<file path="src/rtl/booth_mac_accumulator.sv">
// Dot-product accumulator behind the Booth multiplier: tags ride alongside the multiplier latency,
// products sum into a guarded saturating accumulator, finished results sit in a valid/ready register.
module booth_mac_accumulator #(
  parameter int N        = 32,
  parameter int GUARD    = 8,
  parameter int MULT_LAT = 2,
  parameter int CNT_W    = 16,
  localparam int ACC_W   = 2*N + GUARD
) (
  input  logic                    clk,
  input  logic                    rst,
  input  logic                    in_valid,
  input  logic                    in_last,
  input  logic [2*N-1:0]          prod_in,
  input  logic                    out_ready,
  output logic                    out_valid,
  output logic signed [ACC_W-1:0] acc_out,
  output logic [CNT_W-1:0]        res_cnt,
  output logic                    res_sat,
  output logic                    overrun,
  output logic                    busy
);

  typedef enum logic {IDLE, ACCUM} state_t;

  state_t                  state;
  logic [MULT_LAT-1:0]     tag_v;
  logic [MULT_LAT-1:0]     tag_l;
  logic                    v_d;
  logic                    l_d;
  logic signed [ACC_W-1:0] acc;
  logic [CNT_W-1:0]        cnt;
  logic                    sat;

  logic signed [ACC_W-1:0] prod_ext;
  logic signed [ACC_W:0]   sum_wide;
  logic                    ovf;
  logic signed [ACC_W-1:0] sum_sat;
  logic signed [ACC_W-1:0] next_acc;
  logic [CNT_W-1:0]        next_cnt;
  logic                    next_sat;
  logic                    done;
  logic                    load;

  assign v_d = tag_v[MULT_LAT-1];
  assign l_d = tag_l[MULT_LAT-1];

  assign prod_ext = {{GUARD{prod_in[2*N-1]}}, prod_in};
  assign sum_wide = {acc[ACC_W-1], acc} + {prod_ext[ACC_W-1], prod_ext};
  // The extra top bit holds the true sign; disagreement with the next bit means the sum left ACC_W range.
  assign ovf      = sum_wide[ACC_W] ^ sum_wide[ACC_W-1];

  always_comb begin
    sum_sat = sum_wide[ACC_W-1:0];
    if (ovf) begin
      sum_sat = sum_wide[ACC_W] ? {1'b1, {(ACC_W-1){1'b0}}} : {1'b0, {(ACC_W-1){1'b1}}};
    end
  end

  always_comb begin
    next_acc = prod_ext;
    next_cnt = CNT_W'(1);
    next_sat = 1'b0;
    if (state == ACCUM) begin
      next_acc = sum_sat;
      next_cnt = (&cnt) ? cnt : cnt + CNT_W'(1);
      next_sat = sat | ovf;
    end
  end

  assign done = v_d & l_d;
  // A finishing result may replace the held one only if that one is absent or leaving this cycle.
  assign load = done & (~out_valid | out_ready);
  assign busy = (state == ACCUM) | (|tag_v);

  always_ff @(posedge clk) begin
    if (!rst) begin
      state     <= IDLE;
      tag_v     <= '0;
      tag_l     <= '0;
      acc       <= '0;
      cnt       <= '0;
      sat       <= 1'b0;
      out_valid <= 1'b0;
      acc_out   <= '0;
      res_cnt   <= '0;
      res_sat   <= 1'b0;
      overrun   <= 1'b0;
    end else begin
      tag_v[0] <= in_valid;
      tag_l[0] <= in_valid & in_last;
      for (int i = 1; i < MULT_LAT; i++) begin
        tag_v[i] <= tag_v[i-1];
        tag_l[i] <= tag_l[i-1];
      end

      if (v_d) begin
        acc   <= next_acc;
        cnt   <= next_cnt;
        sat   <= next_sat;
        state <= l_d ? IDLE : ACCUM;
      end

      if (load) begin
        out_valid <= 1'b1;
        acc_out   <= next_acc;
        res_cnt   <= next_cnt;
        res_sat   <= next_sat;
      end else if (out_valid && out_ready) begin
        out_valid <= 1'b0;
      end

      if (done && !load) begin
        overrun <= 1'b1;
      end
    end
  end

endmodule

</file>
<file path="config.mk">
export PLATFORM = sky130hd
export DESIGN_NAME = booth_mac_accumulator
export DESIGN_NICKNAME = d
export VERILOG_FILES = /design/src/rtl/booth_mac_accumulator.sv
export SDC_FILE = /design/constraint.sdc
export NUM_CORES = 1
export LEC_CHECK = 0
export CAP_MARGIN = 10
export CELL_PAD_IN_SITES_DETAIL_PLACEMENT = 0
export CELL_PAD_IN_SITES_GLOBAL_PLACEMENT = 1
export CORE_ASPECT_RATIO = 0.75
export CORE_MARGIN = 4
export CORE_UTILIZATION = 24
export DETAILED_ROUTE_END_ITERATION = 8
export PLACE_DENSITY_LB_ADDON = 0.25
export SLEW_MARGIN = 15
export SYNTH_ARGS = -nofsm -noshare
export SYNTH_HDL_FRONTEND = slang
export SYNTH_SLANG_ARGS = --single-unit
</file>
<file path="constraint.sdc">
create_clock -name clk -period 7.8 [get_ports clk]
set_input_delay 1.56 -clock clk [delete_from_list [all_inputs] [get_ports clk]]
set_output_delay 1.56 -clock clk [all_outputs]
set_load 0.01 [all_outputs]
</file>
[Yosys cells after proc, flatten, opt, wreduce, memory -nomap -nowiden]
Index checks and enable logic that the tools add are counted.
Word-level totals
  flip-flop bits (word level): 185
  bits in latches: 0
  RAM bits: 0
  bits in read-only memories: 0
  input bits: 69
  output and inout bits: 92
  word-level logic and storage cells: 36
  memories: 0
Cells by class
  $add $sub $neg: 2
  multiply operators: 0
  divide/modulo/power cells: 0
  magnitude comparators: 0
  equal/unequal tests: 0
  shifts and indexed selects: 0
  multiplexer cells: 9
  bitwise logic cells: 8
  reductions and logical operators: 6
Operator list (number)
  $mux 72: 3
  $add 72x64->73: 1
  $mux 16: 2
  $add 16x1->16 const B: 1
  $reduce_and 16->1: 1
  $mux 1: 4
  $and 1x1->1: 3
  $or 1x1->1: 3
  $logic_and 1x1->1: 2
  $reduce_bool 2->1: 1
  $reduce_or 2->1: 1
  $logic_not 1->1: 1
  $not 1->1: 1
  $xor 1x1->1: 1

[Depth between registers and ports, before layout]
  depth in word-level cells: 5
  gate-level depth with buffers: 16
  depth with buffers taken out: 14

[Worst setup path after synthesis]
Ideal clock, no wire load.
  path type: input to register
  from: in prod_in[0]
  to: reg acc_out[37]
  library setup time: 0.132 ns
  arrival: 4.378 ns
  required time: 7.668 ns
  setup slack: 3.290 ns
  cell stages on the path: 16
  buffers on the path: 2
  cells stage by stage: ha_1 inv_1 fa_1 nand2b_1 a21oi_1 o21ai_1 a211oi_1 o211ai_2 a21oi_2 nor2_1 or3_4 and2_1 buf_6 buf_6 a31oi_4 a21oi_1
On the way
  longest elaborated chain between the ends: 4
  elaborated cells on any way between the ends: 5
  those cells by class: add/sub: 1; mux: 3; bitwise: 1
Ends and longest elaborated chain
  start, declared: RTL line 14  | input logic [2*N-1:0] prod_in,
  $add 72x64->73 *: RTL line 49  | assign sum_wide = {acc[ACC_W-1], acc} + {prod_ext[ACC_W-1], prod_ext};
  $mux 72 or $xor 1x1->1 (tied branches): RTL line 56, 51
  $mux 72 *: RTL line 55  | if (ovf) begin
  $mux 72 *: RTL line 64  | if (state == ACCUM) begin
  end signal, assigned: RTL line 106  | acc_out <= next_acc;
  end, declared: RTL line 17  | output logic signed [ACC_W-1:0] acc_out,
Every way passes the cells marked *; elsewhere a longest branch is shown, timed or not.
A chain may end at the register's enable or synchronous reset.

[Final worst setup path]
  from: in prod_in[52]
  to: reg acc[21]
On the way
  longest elaborated chain between the ends: 4
  elaborated cells on any way between the ends: 5
  those cells by class: add/sub: 1; mux: 3; bitwise: 1
Ends and longest elaborated chain
  $add 72x64->73 *: RTL line 49
  $mux 72 or $xor 1x1->1 (tied branches): RTL line 56, 51
  $mux 72 *: RTL line 55
  $mux 72 *: RTL line 64
  end signal, assigned: RTL line 98  | acc <= next_acc;
  end, declared: RTL line 31  | logic signed [ACC_W-1:0] acc;
Marks and branches as above.

==> impl_metrics.json <==
{
  "hold_depth": 1,
  "cts_root_buffer": "clkbuf_16",
  "leakagePower_nw": 5.558,
  "arrival_ns": 6.31,
  "grt-ovfl-total": 0,
  "final_common_cell": "nand2_1",
  "wl_mm": 49.65,
  "syn_nets": 1777,
  "synth_top_area_share": 0.3004,
  "drtIter0Drc": 927,
  "ys_ff_latch": 185,
  "period_needed_ns": 5.933,
  "yosysTopAreaCell": "dfxtp_1",
  "grt_max_degree": 68,
  "ys_seq_area_frac": 0.3004,
  "worst-path-max-fanout": 36,
  "synth_area_leaders": "dfxtp_1, ha_1, a21oi_1",
  "port_buffers": 160,
  "clock.fmax_ghz": 0.1686,
  "gp_congestion": 0.8657,
  "drt.antenna.violating_nets": 0,
  "yosys_most_used_dff": "dfxtp_1",
  "core-area_um2": 50460,
  "finClkSkew_ns": 0.01902,
  "post_drt_wl_per_cell_um": 20.82,
  "powerDensity_nw_per_um2": 164.8,
  "clk_pin_slew_ns": 0.08,
  "final_cell_mix": "nand2_1, dfxtp_1, a21oi_1, clkdlybuf4s50_1, nor2_1",
  "grt_pass1_vias": 12070,
  "via_count": 12490,
  "hold-path-endpoint": "tag_l[1]$_SDFF_PN0_",
  "setup_viol": 0,
  "ff2ff_setup_slack_ns": 3.20,
  "rr_startpoint": "acc[51]$_SDFFE_PN0P_",
  "insertion_delay_ns": 0.48,
  "rr_endpoint": "acc[21]$_SDFFE_PN0P_",
  "track_usage": 0.1764,
  "stdcell_count": 2385,
  "relSlewSlack": 0.2626,
  "cts_inserted_buffers": 17,
  "area_growth_pct": 22.29,
  "holdCritPathClass": "flip-flop to flip-flop",
  "tightest_slew_ns": 1.104,
  "synthArstFlopShare": 0,
  "worstPathRequired_ns": 8.18,
  "holdCritStartpoint": "tag_l[0]$_SDFF_PN0_",
  "drive_gt1_frac": 0.06366,
  "grt_setup_unrepaired": "no",
  "dieArea_um2": 55100,
  "end_kind": "flip-flop",
  "dpl-instance-area_um2": 14410,
  "slowest_delay_ns": 0.79,
  "syn_area_per_cell_um2": 7.545,
  "cts_resized": 0,
  "slew_viol_final": 0,
  "h-tree-depth": 4,
  "fin_ws_ns": 1.867,
  "syn_area_um2": 12330,
  "io_pins": 161,
  "syn_inst": 1634,
  "start_util": 0.2443,
  "start_kind": "input port",
  "antenna_found_initial": 0,
  "synth_edf_count": 0,
  "postCtsSetupRepairBufs": 0,
  "path_cells": "clkdlybuf4s50_1 -> ha_1 -> nand2_1 -> nor2_1 -> and4_1 -> nand4_1 -> o21bai_1 -> a21boi_1 -> or2_1 -> or3_4 -> and2_2 -> buf_4 -> a21oi_1 -> o31ai_1",
  "final_cell_area_um2": 15080,
  "drc": 0,
  "n_antenna_cell": 0,
  "dp_slack_ns": 1.470,
  "fin_crit_sh": 0.7606,
  "via_per_inst": 5.238,
  "finalSetupTns_ns": 0,
  "r2r_cells": 13,
  "clk_path_buf_depth": 2,
  "hold_violations": 0,
  "drt-pass1-iter-count": 5,
  "yosysWarnings": 0,
  "finalPower_mw": 2.485,
  "grt_pass1_wl_mm": 75.37,
  "tritoncts": "built",
  "cap_violations": 0,
  "dieHeight_um": 204.3,
  "path_class": "input port to flip-flop",
  "postCtsHoldBufs": 0,
  "cts.sink_count": 185,
  "row_count": 71,
  "cp_slowest_cell": "and2_2",
  "status": "finished, final reports clean",
  "dp_hpwl_mm": 36.28,
  "dpl.cell_count": 2353,
  "hold_slack_ns": 0.4410,
  "post-route-util": 0.2988,
  "ys_types": 76,
  "fp.dieW_um": 269.7,
  "nets": 1858,
  "irDropWorstVdd_mv": 0.1131
}
==> sequential cells by signal (all words and copies together), names as in the netlist <==
name and cells:
out_valid 1, tag_l 2, state 1, acc_out 72
sat 1, res_cnt 16, cnt 16, acc 72
overrun 1, tag_v 2, res_sat 1
==> cell usage after synthesis, types with 18 or more instances <==
cell	number
clkbuf_1	82
o211ai_1	30
a31oi_1	18
xor2_1	30
inv_1	24
nand2_1	195
a21oi_2	30
a21oi_1	164
dfxtp_1	185
a21o_1	27
xnor2_1	43
nand4_1	25
o21ai_0	132
nor3_1	25
a211oi_1	18
nor2_1	140
ha_1	73
buf_2	19
o21ai_1	51
nand3_1	66
o31ai_1	37
==> worst max-delay path, delay by kind of cell <==
kind / cells / cell delay [ns]
AND/OR/NAND/NOR: 7 / 2.27
buffers and inverters: 2 / 1.02
AO/OA/AOI/OAI: 4 / 0.96
adder cells (fa/ha/maj): 1 / 0.49
==> where the power goes <==
part	internal, mW	switching (mW)
sequential	0.963	0.0162
combinational	0.168	0.304
clock	0.562	0.472
total	1.69	0.792
==> worst max-delay path by stage <==
stage,start,to,slack [ns],cells past startpoint
global route,prod_in[37],acc[30]$_SDFFE_PN0P_,1.60,14
finish,prod_in[52],acc[21]$_SDFFE_PN0P_,1.87,14
global placement,prod_in[52],acc[21]$_SDFFE_PN0P_,1.44,14
floorplan,prod_in[0],acc_out[37]$_SDFFE_PN0P_,3.29,16
detailed placement,prod_in[52],acc[21]$_SDFFE_PN0P_,1.47,14
CTS,prod_in[52],acc[21]$_SDFFE_PN0P_,1.98,14
==> metal layers <==
metal	wire (µm)	up-vias	track usage
met5	0	-	0
met1	25290	5999	0.2575
met3	2298	38	0.03098
li1	-	6131	-
met2	21440	325	0.2714
met4	616	0	0.03864
==> final cells by class <==
| class | instances | area [µm²] |
|---|---|---|
| well taps | 657 | 822.0 |
| fillers | 5397 | 35380 |
| multi-input cells | 1309 | 8064 |
| clock buffers | 18 | 439.2 |
| repair buffers | 176 | 1717 |
| clock inverters | 14 | 229.0 |
| inverters | 26 | 97.59 |
| flip-flops and latches | 185 | 3709 |
==> cell families (layout without fill, tap and decap cells) <==
logic type	Yosys count	count (layout)	share of synthesized area
AOI/OAI and AO/OA	606	606	0.3108
xor gates and xnor gates	73	73	0.05186
and+or+nand+nor	540	540	0.1993
muxes	16	16	0.01309
DFF	185	185	0.3004
buffers and inverters	140	234	0.04881
adders and majority gates	74	74	0.07571
No activity file was read; power rests on OpenSTA's default activity.
